$ cat config.mk
export PLATFORM = sky130hd
export DESIGN_NAME = latch_arb
export DESIGN_NICKNAME = d
export VERILOG_FILES = /design/src/rtl/latch_arb_pkg.sv /design/src/rtl/latch_arb_hold_cnt.sv /design/src/rtl/latch_arb.sv
export SDC_FILE = /design/constraint.sdc
export NUM_CORES = 1
export LEC_CHECK = 0
export CAP_MARGIN = 5
export CORE_MARGIN = 4
export CORE_UTILIZATION = 45
export DETAILED_ROUTE_END_ITERATION = 8
export PLACE_DENSITY = 0.66
export SLEW_MARGIN = 20
export SYNTH_ARGS = -nofsm -noshare
export SYNTH_HDL_FRONTEND = slang
export SYNTH_SLANG_ARGS = --single-unit
$ cat constraint.sdc
create_clock -name clk -period 2 [get_ports clk]
set_clock_uncertainty 0.05 [all_clocks]
set_input_delay 0.3 -clock clk [delete_from_list [all_inputs] [get_ports clk]]
set_output_delay 0.3 -clock clk [all_outputs]
set_load 0.02 [all_outputs]
$ cat src/rtl/latch_arb_pkg.sv
// -----------------------------------------------------------------------------
// latch_arb_pkg
// Shared definitions for the two-requester latch arbiter: the arbiter FSM
// state type, the requester count, and the helper that sizes the hold counter.
// No ports (package).
// -----------------------------------------------------------------------------
package latch_arb_pkg;

    // Number of requesters this revision of the arbiter supports
    localparam int NUM_REQ = 2;

    // Arbiter FSM states
    typedef enum logic [1:0] {
        IDLE  = 2'd0,
        GRANT = 2'd1,
        GAP   = 2'd2
    } arb_state_t;

    // Hold counter must be able to represent MAX_HOLD itself
    function automatic int cnt_width(input int max_hold);
        return $clog2(max_hold + 1);
    endfunction

endpackage

$ cat src/rtl/latch_arb_hold_cnt.sv
// -----------------------------------------------------------------------------
// latch_arb_hold_cnt
// Saturating hold counter that measures how long the current grant has been
// asserted. Loading starts a new grant at 1; incrementing stops at MAX_HOLD.
//
// Ports:
//   clk    in   clock, rising edge
//   rst    in   synchronous active-high reset (count -> 0)
//   load   in   start of a grant, count -> 1
//   inc    in   grant held another cycle, count + 1 (saturating)
//   at_max out  count has reached MAX_HOLD
// -----------------------------------------------------------------------------
module latch_arb_hold_cnt
    import latch_arb_pkg::*;
#(
    parameter int MAX_HOLD = 8
) (
    input  logic clk,
    input  logic rst,
    input  logic load,
    input  logic inc,
    output logic at_max
);

    localparam int               CNT_W   = cnt_width(MAX_HOLD);
    localparam logic [CNT_W-1:0] MAX_CNT = CNT_W'(MAX_HOLD);

    logic [CNT_W-1:0] count;

    // Count grant cycles; load wins over increment, and the count never
    // wraps past MAX_HOLD so at_max stays stable if inc lingers.
    always_ff @(posedge clk) begin
        if (rst) begin
            count <= '0;
        end else if (load) begin
            count <= CNT_W'(1);
        end else if (inc && (count != MAX_CNT)) begin
            count <= count + CNT_W'(1);
        end
    end

    assign at_max = (count == MAX_CNT);

endmodule

$ cat src/rtl/latch_arb.sv
// -----------------------------------------------------------------------------
// latch_arb
// Round-robin arbiter for a shared latch between two requesters. A grant is
// held while the owner keeps requesting, up to MAX_HOLD cycles, and is always
// followed by at least one all-zero cycle before the next grant.
//
// Ports:
//   clk      in   clock, rising edge
//   rst      in   synchronous active-high reset
//   request  in   per-requester level request
//   grant    out  one-hot-or-zero registered grant
//   owner    out  index of the current or most recent grantee
//   busy     out  high while grant is non-zero
//   timeout  out  one-cycle pulse when a grant is revoked at MAX_HOLD
// -----------------------------------------------------------------------------
module latch_arb #(
    parameter int MAX_HOLD = 8,
    parameter int NUM_REQ  = latch_arb_pkg::NUM_REQ
) (
    input  logic               clk,
    input  logic               rst,
    input  logic [NUM_REQ-1:0] request,
    output logic [NUM_REQ-1:0] grant,
    output logic               owner,
    output logic               busy,
    output logic               timeout
);

    import latch_arb_pkg::*;

    arb_state_t state;
    logic       last_owner;
    logic       pick;
    logic       cnt_load;
    logic       cnt_inc;
    logic       at_max;

    // Choose the next grantee from IDLE: a lone requester always wins,
    // a tie goes to whoever did not hold the latch last.
    always_comb begin
        pick = request[1];
        if (&request) begin
            pick = ~last_owner;
        end
    end

    // Counter control mirrors the FSM transitions below: load on the
    // IDLE->GRANT edge, count while the owner keeps its request up.
    assign cnt_load = (state == IDLE) && (|request);
    assign cnt_inc  = (state == GRANT) && request[owner];

    latch_arb_hold_cnt #(
        .MAX_HOLD (MAX_HOLD)
    ) u_hold_cnt (
        .clk    (clk),
        .rst    (rst),
        .load   (cnt_load),
        .inc    (cnt_inc),
        .at_max (at_max)
    );

    // Arbiter FSM with all outputs registered. Release by the owner takes
    // priority over the hold limit, so a voluntary drop never pulses timeout.
    // GAP forces a zero-grant cycle between consecutive grants.
    always_ff @(posedge clk) begin
        if (rst) begin
            state      <= IDLE;
            grant      <= '0;
            busy       <= 1'b0;
            timeout    <= 1'b0;
            owner      <= 1'b0;
            last_owner <= 1'b1;
        end else begin
            timeout <= 1'b0;
            case (state)
                IDLE: begin
                    if (|request) begin
                        state      <= GRANT;
                        grant      <= NUM_REQ'(1) << pick;
                        busy       <= 1'b1;
                        owner      <= pick;
                        last_owner <= pick;
                    end
                end
                GRANT: begin
                    if (!request[owner]) begin
                        state <= GAP;
                        grant <= '0;
                        busy  <= 1'b0;
                    end else if (at_max) begin
                        state   <= GAP;
                        grant   <= '0;
                        busy    <= 1'b0;
                        timeout <= 1'b1;
                    end
                end
                GAP: begin
                    state <= IDLE;
                end
                default: begin
                    state <= IDLE;
                    grant <= '0;
                    busy  <= 1'b0;
                end
            endcase
        end
    end

endmodule

==> results.md <==
* Post-CTS sizing at 0
* GPL Wtd Cong at 0.781
* Bufs and invs on worst path at 1
* Row count at 13
* Simple-gate area share of the yosys netlist at 21.4%
* Synth Area in XOR/XNOR at 0%
* P_int at 387 uW
* Starting Density at 48.0%
* IO buf count at 8
* Synth Register Bits at 12
* Main combinational cell family by area after synthesis: compound AO/OA/AOI/OAI gates
* Clk Latency, worst-skew pair at 0.27 ns
* Initial antenna violation count at 0
* # DRC at 0
* Mean Syn Cell Area at 9.18 sq um
* Share of the synthesized area in the top cell type at 38.5%
* Clk buf depth at 2
* Comb power frac at roughly a quarter
* Post-CTS setup buffers at 0
* Worst VDD drop at 401 uV
* Final Setup Violations at 0
* Synth top area cells: dfxtp_1 38%, o211ai_1 6.0%, mux2i_1 4.8%, ha_1 4.0%, buf_6 3.6%
* Outcome: complete, no violations
* Critical Path Slowest Stage Cell: or3_1
* Htree depth at 1
* CTS root buffer: clkbuf_4
* GRT Util Overall at 14.9%
* Hold_buf cts at 0
* Nets at about 90
* Most frequent cells in the layout: 12 x dfxtp_1, 8 x clkdlybuf4s50_1, 6 x inv_1
* Complex-gate fraction of the synthesized area at 23.4%
* Die H at 45.3 um
* Pins Over Slew Limit at 0
* CTS Sinks at 12
* Number of global-route vias before repair at 476
* Yosys top cell by area: dfxtp_1
* Final hold violations at 0
* Routed wire length at 1.30 mm
* Warnings from Yosys at 0
* Cells after Synth at a little under 70
* CTS tree: yes
* Crit path DAT at 1.90 ns
* Via density per instance at around 5.7
* Power Total at 544 uW
* Tcrit/Tclk final at between 80% and 90%
* Share of cells above drive strength 1 at 14.8%
* Slew @ Worst Pin at ~0.45 ns
* Die width at 45.3 um
* Crit-path cells: inv_1, ha_1, and3b_1, or3_1, a221oi_2
* Leakage power at 0.000285 uW
* Cell family with most CP delay: simple AND/OR/NAND/NOR gates
* CP max FO at 6
* Clk slew on worst S/H paths at 0.07 ns
* Post-DP HPWL at 997 um
* Commonest non-fill, non-tap cell in the layout: dfxtp_1
* Cts bufs inserted at 3
* Post-synth net total at between 70 and 80
* Yosys cell types at 29
* Max Fclk at 0.566 GHz
* Largest net degree at the start of global routing at 9
* # diodes at 0
* Core area at 1300 sq um
* Worst setup EP type: flip-flop
* Final ANT Viol Nets at 0
* Critical path launch point type: flip-flop
* Hold crit path type: flip-flop to flip-flop
* Critical path's largest stage delay at 0.51 ns
* RSZ-0062 raised after global routing: false
* Synth-to-layout area growth at 21.2%
* Die area at about 2000 sq um
* Seq/Total Area, Yosys at 38.5%
* Drt first pass iters at 4
* Pwr/cell area at 719 nW/um^2
* Slew HR at 69.8%
* Clock share of power at about 26%
* Wire per inst at approximately 13 um
* Min cycle time layout at 1.77 ns
* Net Sw Frac at 28.9%
* Seq pwr share at 50.7%
* Post-Synth Adder-Cell Area at 4.01%
* IO Pins at 9
* Post-synthesis mux area share at 4.81%
* Final TNS setup at 0 ns
* Post-synthesis cell area at 624 sq um
* Grt total ovfl at 0
* Vias at 546
* P_sw at 157 uW
* Crit path required time at roughly 2.1 ns
* Number of max-cap violations at 0
* CP Class: flip-flop to flip-flop
* First-pass GRT wire length at 2.08 mm
* 1st-iter DRT viols at 22
## tightest hold or removal path, cell delays in order, from the launching register on
cell      delay (ns)
dfxtp_1         0.31
inv_1           0.06
a221oi_2        0.05
## power groups by stage
stage	Clock, uW	Combinational (uW)	Sequential (uW)
CTS	146	129	276
finish	140	128	276
global placement	0	128	280
detailed placement	0	128	281
floorplan	0	80.3	286
global route	161	141	278
## logic make-up (layout without fill, tap and decap cells)
group,after synthesis,count (layout)
simple gates,23,23
compound gates,19,19
flops,12,12
buf+inv,9,22
mux,3,3
fa+ha+maj,2,2
## Yosys cell counts
| master | number |
|---|---|
| o21ai_0 | 3 |
| o211ai_1 | 5 |
| a32oi_1 | 1 |
| o31ai_1 | 2 |
| buf_6 | 2 |
| a21oi_1 | 2 |
| ha_1 | 2 |
| nor2b_1 | 1 |
| inv_1 | 6 |
| nor4b_1 | 1 |
| nand3_1 | 2 |
| or3b_2 | 1 |
| dfxtp_1 | 12 |
| a311oi_1 | 1 |
| a31oi_1 | 2 |
| or3_1 | 1 |
| nor3_1 | 1 |
| nor3b_1 | 1 |
| nand2b_1 | 2 |
| o32ai_2 | 1 |
| nor2_1 | 4 |
| or2_2 | 1 |
| clkbuf_1 | 1 |
| nand2_1 | 4 |
| o21bai_1 | 1 |
| mux2i_1 | 3 |
| a221oi_2 | 1 |
| or4_1 | 2 |
| and3b_1 | 2 |
## flip-flops by register name, indices dropped and copies added (netlist names)
register,cells
timeout,1
busy,1
last_owner,1
grant,2
state,2
owner,1
u_hold_cnt.count,4
## area by class of cell
| cell class | instances | area, sq um |
|---|---|---|
| fillers | 145 | 544 |
| multi-input cells | 47 | 335 |
| flip-flops and latches | 12 | 240 |
| repair buffers | 13 | 118 |
| clock buffers | 3 | 22.5 |
| inverters | 6 | 22.5 |
| well taps | 15 | 18.8 |
## per-layer routing
metal	vias to the layer above	GRT usage, %	part of all wire [%]
met1	248	18.8	49
met5	-	0	0
met4	0	7.02	0.85
met2	13	20.9	45
li1	283	-	-
met3	2	7.17	5.8
## stage by stage
| stage | utilization, % | setup slack (ns) | area (sq um) | hold WS [ns] | instances |
|---|---|---|---|---|---|
| after floorplan | - | 0.337 | 624 | 0.396 | 68 |
| after global placement | 56.4 | 0.244 | 734 | 0.404 | 93 |
| after detailed placement | 56.4 | 0.229 | 734 | 0.409 | 93 |
| after CTS | 58.2 | 0.232 | 757 | 0.420 | 96 |
| after global routing | 58.2 | 0.121 | 757 | 0.454 | 96 |
| final | 58.2 | 0.232 | 757 | 0.415 | 96 |
## final timing paths
path                       startpoint  endpoint  slack (ns)  depth (start not counted)
setup / recovery  u_hold_cnt.count[0]      busy        0.23                          5
hold / removal                   busy      busy        0.42                          2
setup reg to reg  u_hold_cnt.count[0]      busy        0.23                          5
hold reg to reg                  busy      busy        0.42                          2
Note: power is estimated with default switching activity, not from simulation.
==> RTL change 1, RTL diff (same flow settings) <==
`MAX_HOLD` is set to 8 in 2 places; all go to 16.
--- a/src/rtl/latch_arb_hold_cnt.sv
+++ b/src/rtl/latch_arb_hold_cnt.sv
@@ -15,3 +15,3 @@
 #(
-    parameter int MAX_HOLD = 8
+    parameter int MAX_HOLD = 16
 ) (
--- a/src/rtl/latch_arb.sv
+++ b/src/rtl/latch_arb.sv
@@ -16,3 +16,3 @@
 module latch_arb #(
-    parameter int MAX_HOLD = 8,
+    parameter int MAX_HOLD = 16,
     parameter int NUM_REQ  = latch_arb_pkg::NUM_REQ
Behaviour: not the same (Yosys sat finds a counterexample within 10 cycles, from zero or initial values and one cycle with rst high).
==> RTL change 1 against the original RTL <==
Sequential share of layout area grew 1.5 points; area after synthesis is 3.8% higher; global-route usage is 0.33 points lower; non-clock buffer count decreased by 3; utilization increased by 0.55 points; total power rose by 6.4%; routed wire length grew 1.0%; sequential cell count up 1; via count rose by 9.5%; worst setup slack better by 0.092 ns; register-to-register slack gained 0.25 ns; cell area up 3.5%; critical path type is now register to output port; largest cell class unchanged; largest power group unchanged; highest routed layer unchanged.
==> RTL change 1: results (changes against the original RTL) <==
stage,metric,value,unit,change
clock_tree,postcts setup bufs,0,,unchanged
placement,pre-CTS WS,0.250,ns,+0.0215 ns
logic_synthesis,"Distinct cells, synth",31,,+6.9%
finish,layout cell share with drive strength beyond 1,8.24,%,-6.6 points
pwr,VDD IR max,559,uV,+39%
finish,Nets,92,,+3.4%
placement,placed insts,96,,+3.2%
route,drt pass-1 iters,4,,unchanged
global_routing,largest net degree at the start of global routing,9,,unchanged
clock_tree,clk_lat worst skew,0.27,ns,about the same
critical_path,Worst EP arrival,1.33,ns,-0.57 ns
global_routing,first-pass GRT wire length,2.17,mm,+4.0%
critical_path,"delay-heaviest family, CP",buffers and inverters,,
min_path,Hold Path Class,register to register,,
sta,relative slew slack,65.7,%,-4.1 points
logic_synthesis,Syn Nets,78,,+5.4%
route,Via Count,598,,+9.5%
global_routing,initial antenna violation count,0,,unchanged
placement,area post-placement,757,um^2,+3.1%
placement,gpl congestion,0.754,,-3.4%
route,final WL,1.31,mm,+1.0%
critical_path,crit path from,owner,,
logic_synthesis,list of most frequent post-synthesis cells,"dfxtp_1, inv_1, a21oi_1, nand2_1, o31ai_1",,
sta,"Hold Vio Cnt, Final",0,,unchanged
route,Initial DRC Count,20,,-9.1%
finish,# diodes,0,,unchanged
clock_tree,TritonCTS buffer count,3,,unchanged
critical_path,critical-path maximum fanout,4,,-2
placement,port buffer count,8,,unchanged
logic_synthesis,Synth Area per Inst,9.00,um^2,-2.0%
critical_path,crit-path max cell delay,0.64,ns,+0.13 ns
min_path,Hold Path Origin,busy,,
logic_synthesis,Synth area leaders,"dfxtp_1, o31ai_1, ha_1, o211ai_1, a21oi_1",,
critical_path,Crit-path slowest cell,clkdlybuf4s50_1,,
route,vias per cell,5.98,,+5.1%
global_routing,vias in the first global route,507,,+6.5%
finish,max reg flops,5,,+1
clock_tree,clk buf depth,2,,unchanged
logic_synthesis,part of the Yosys area used for sequential elements,40.2,%,+1.7 points
logic_synthesis,YS warnings,0,,unchanged
finish,# fillers,132,,-9.0%
clock_tree,H-tree lvl count,1,,unchanged
pwr,Pleak,0.283,nW,-0.59%
finish,register area,260,um^2,+8.3%
finish,Top Registers,"u_hold_cnt.count x5, grant x2, state x2",,
logic_synthesis,asr flop ratio synth,0,%,unchanged
global_routing,Total GRT Usage,14.5,%,-0.33 points
clock_tree,"CTS clk-pin slew, worst paths",0.08,ns,
placement,dpl hpwl,993,um,-0.45%
clock_tree,clock root buffer master,clkbuf_4,,
run_status,run status,"complete, no violations",,
RTL change 1: cell count changes after synthesis, moves of 2 or more:
| cell | change |
|---|---|
| and3b_1 | -2 |
| a21oi_1 | +2 |
| o211ai_1 | -2 |
| buf_6 | -2 |
| mux2i_1 | -2 |
| nor4_1 | +2 |
| o31ai_1 | +2 |
| a221oi_1 | +2 |
| nand4_1 | +3 |
RTL change 1: per-layer routing:
layer / wire [um] / up-vias / track usage [%]
li1: - / 303 / -
met1: 644 / 273 / 19.5
met2: 558 / 20 / 20.6
met3: 91 / 2 / 5.93
met4: 13 / 0 / 5.11
met5: 0 / - / 0
RTL change 1: kinds of logic after synthesis:
family,count (synthesis),share of synthesized area [%]
multiplexers,3,5.40
buffers and inverters,7,4.25
AND/OR/NAND/NOR,27,24.9
flip-flops,13,40.2
adder cells (fa/ha/maj),2,3.86
AO/OA/AOI/OAI,20,21.4
RTL change 1: area by class of cell:
cell class	count	share of cell area, %
repair buffers	10	12.1
flip-flops and latches	13	33.2
inverters	6	2.88
clock buffers	4	3.35
multi-input cells	52	46.0
well taps	15	2.40
RTL change 1: report_power, final:
| group | switching (mW) | internal [mW] | total (mW) |
|---|---|---|---|
| Combinational | 0.0663 | 0.0570 | 0.123 |
| Clock | 0.0827 | 0.0772 | 0.160 |
| Sequential | 0.0185 | 0.277 | 0.295 |
RTL change 1: final timing paths:
kind	endpoint	slack, ns	cells past startpoint
max	owner	0.32	1
max reg2reg	grant[1]	0.48	5
min	busy	0.42	2
min reg2reg	busy	0.42	2
==> RTL change 2, RTL diff (same settings) <==
Without the edit above. Reset style: asynchronous (`rst`), changed in 2 clocked blocks. Comments in the files are not updated.
--- a/src/rtl/latch_arb_hold_cnt.sv
+++ b/src/rtl/latch_arb_hold_cnt.sv
@@ -31,3 +31,3 @@
     // wraps past MAX_HOLD so at_max stays stable if inc lingers.
-    always_ff @(posedge clk) begin
+    always_ff @(posedge clk or posedge rst) begin
         if (rst) begin
--- a/src/rtl/latch_arb.sv
+++ b/src/rtl/latch_arb.sv
@@ -64,3 +64,3 @@
     // GAP forces a zero-grant cycle between consecutive grants.
-    always_ff @(posedge clk) begin
+    always_ff @(posedge clk or posedge rst) begin
         if (rst) begin
Behaviour: differs if rst is asserted again (counterexample within 4 cycles, from zero or initial values and one cycle with rst high); with rst held inactive, the same outputs for 10 cycles.
==> RTL change 2 against the original RTL <==
Synthesized cell count fell by 16%; cell area fell by 0.17%; routed wire length fell by 16%; sequential cell count did not move; die area rose by 0.82%; worst setup slack improved by 0.13 ns; area after synthesis rose by 1.0%.
Power is not compared: it rests on default switching activity, and its combinational part moved more than twofold at a synthesized area within 25%.
==> RTL change 2: results (changes against the original RTL) <==
stage,metric,value,unit,change
critical_path,Worst EP arrival,1.29,ns,-0.61 ns
global_routing,largest net degree at the start of global routing,13,,+4
logic_synthesis,Syn Nets,63,,-15%
global_routing,vias in the first global route,417,,-12%
run_status,run status,"complete, no violations",,
critical_path,critical-path maximum fanout,3,,-3
finish,Nets,76,,-15%
global_routing,first-pass GRT wire length,1.77,mm,-15%
logic_synthesis,asr flop ratio synth,100,%,+100 points
placement,dpl hpwl,780,um,-22%
finish,layout cell share with drive strength beyond 1,17.4,%,+2.6 points
finish,# fillers,104,,-28%
critical_path,Crit-path slowest cell,clkdlybuf4s50_1,,
logic_synthesis,list of most frequent post-synthesis cells,"dfrtp_1, inv_1, o21ai_0, nand2_1",,
placement,area post-placement,729,um^2,-0.68%
logic_synthesis,Synth area leaders,"dfrtp_1, inv_1, mux2_4, dfstp_2, ha_1",,
sta,worst slew pin tran,0.448,ns,-0.000326 ns
route,vias per cell,5.27,,-7.3%
min_path,Hold Path Class,input port to asynchronous set/reset pin,,
placement,gpl congestion,0.742,,-5.0%
placement,pre-CTS WS,0.256,ns,+0.0268 ns
logic_synthesis,"Distinct cells, synth",26,,-10%
route,WL per Instance,13.0,um,-3.5%
critical_path,"delay-heaviest family, CP",buffers and inverters,,
global_routing,Total GRT Usage,12.5,%,-2.4 points
RTL change 2: per-stage QoR:
step                      cells  hold WS (ns)  power [mW]
after CTS                    84         0.291        1.09
after global placement       80         0.461       0.923
final                        84         0.266        1.08
after floorplan              57         0.114       0.782
after detailed placement     80         0.466       0.927
after global routing         84         0.304        1.16
RTL change 2: layout make-up:
type                    instances  share of cell area, %
multi-input cells              36                   38.6
repair buffers                  9                   11.6
flip-flops and latches         12                   39.9
clock buffers                   4                   3.48
inverters                       8                   3.97
well taps                      15                   2.48
RTL change 2: worst paths after layout:
kind / from / endpoint / slack, ns / cells after the start
worst min-delay path: rst / grant[0] / 0.27 / 2
worst max register to register: u_hold_cnt.count[0] / u_hold_cnt.count[0] / 0.58 / 5
worst max-delay path: owner / owner / 0.36 / 1
min in group clk: last_owner / last_owner / 0.47 / 1
worst min register to register: last_owner / last_owner / 0.47 / 1
max in group asynchronous: rst / last_owner / 1.28 / 2
RTL change 2: kinds of logic (layout without fill, tap and decap cells):
kind of cell    Yosys count  count (layout)  share of synthesized area, %
fa+ha+maj                 2               2                          3.97
mux                       4               4                          7.94
flops                    12              12                          47.8
compound gates           14              14                          14.9
simple gates             15              15                          18.1
xor+xnor                  1               1                          1.39
buf+inv                   9              21                          5.95
RTL change 2: layer usage:
metal / wire, um / up-vias / part of all wire, % / GRT usage, %
met2: 497 / 14 / 45 / 18.1
li1: - / 220 / - / -
met1: 528 / 209 / 48 / 14.9
met3: 68 / 0 / 6.2 / 7.91
met4: 0 / 0 / 0 / 4.09
met5: 0 / - / 0 / 0
RTL change 2: where the power goes:
part	switching (mW)	internal, mW
combinational	0.234	0.255
sequential	0.0925	0.344
clock	0.0788	0.0773
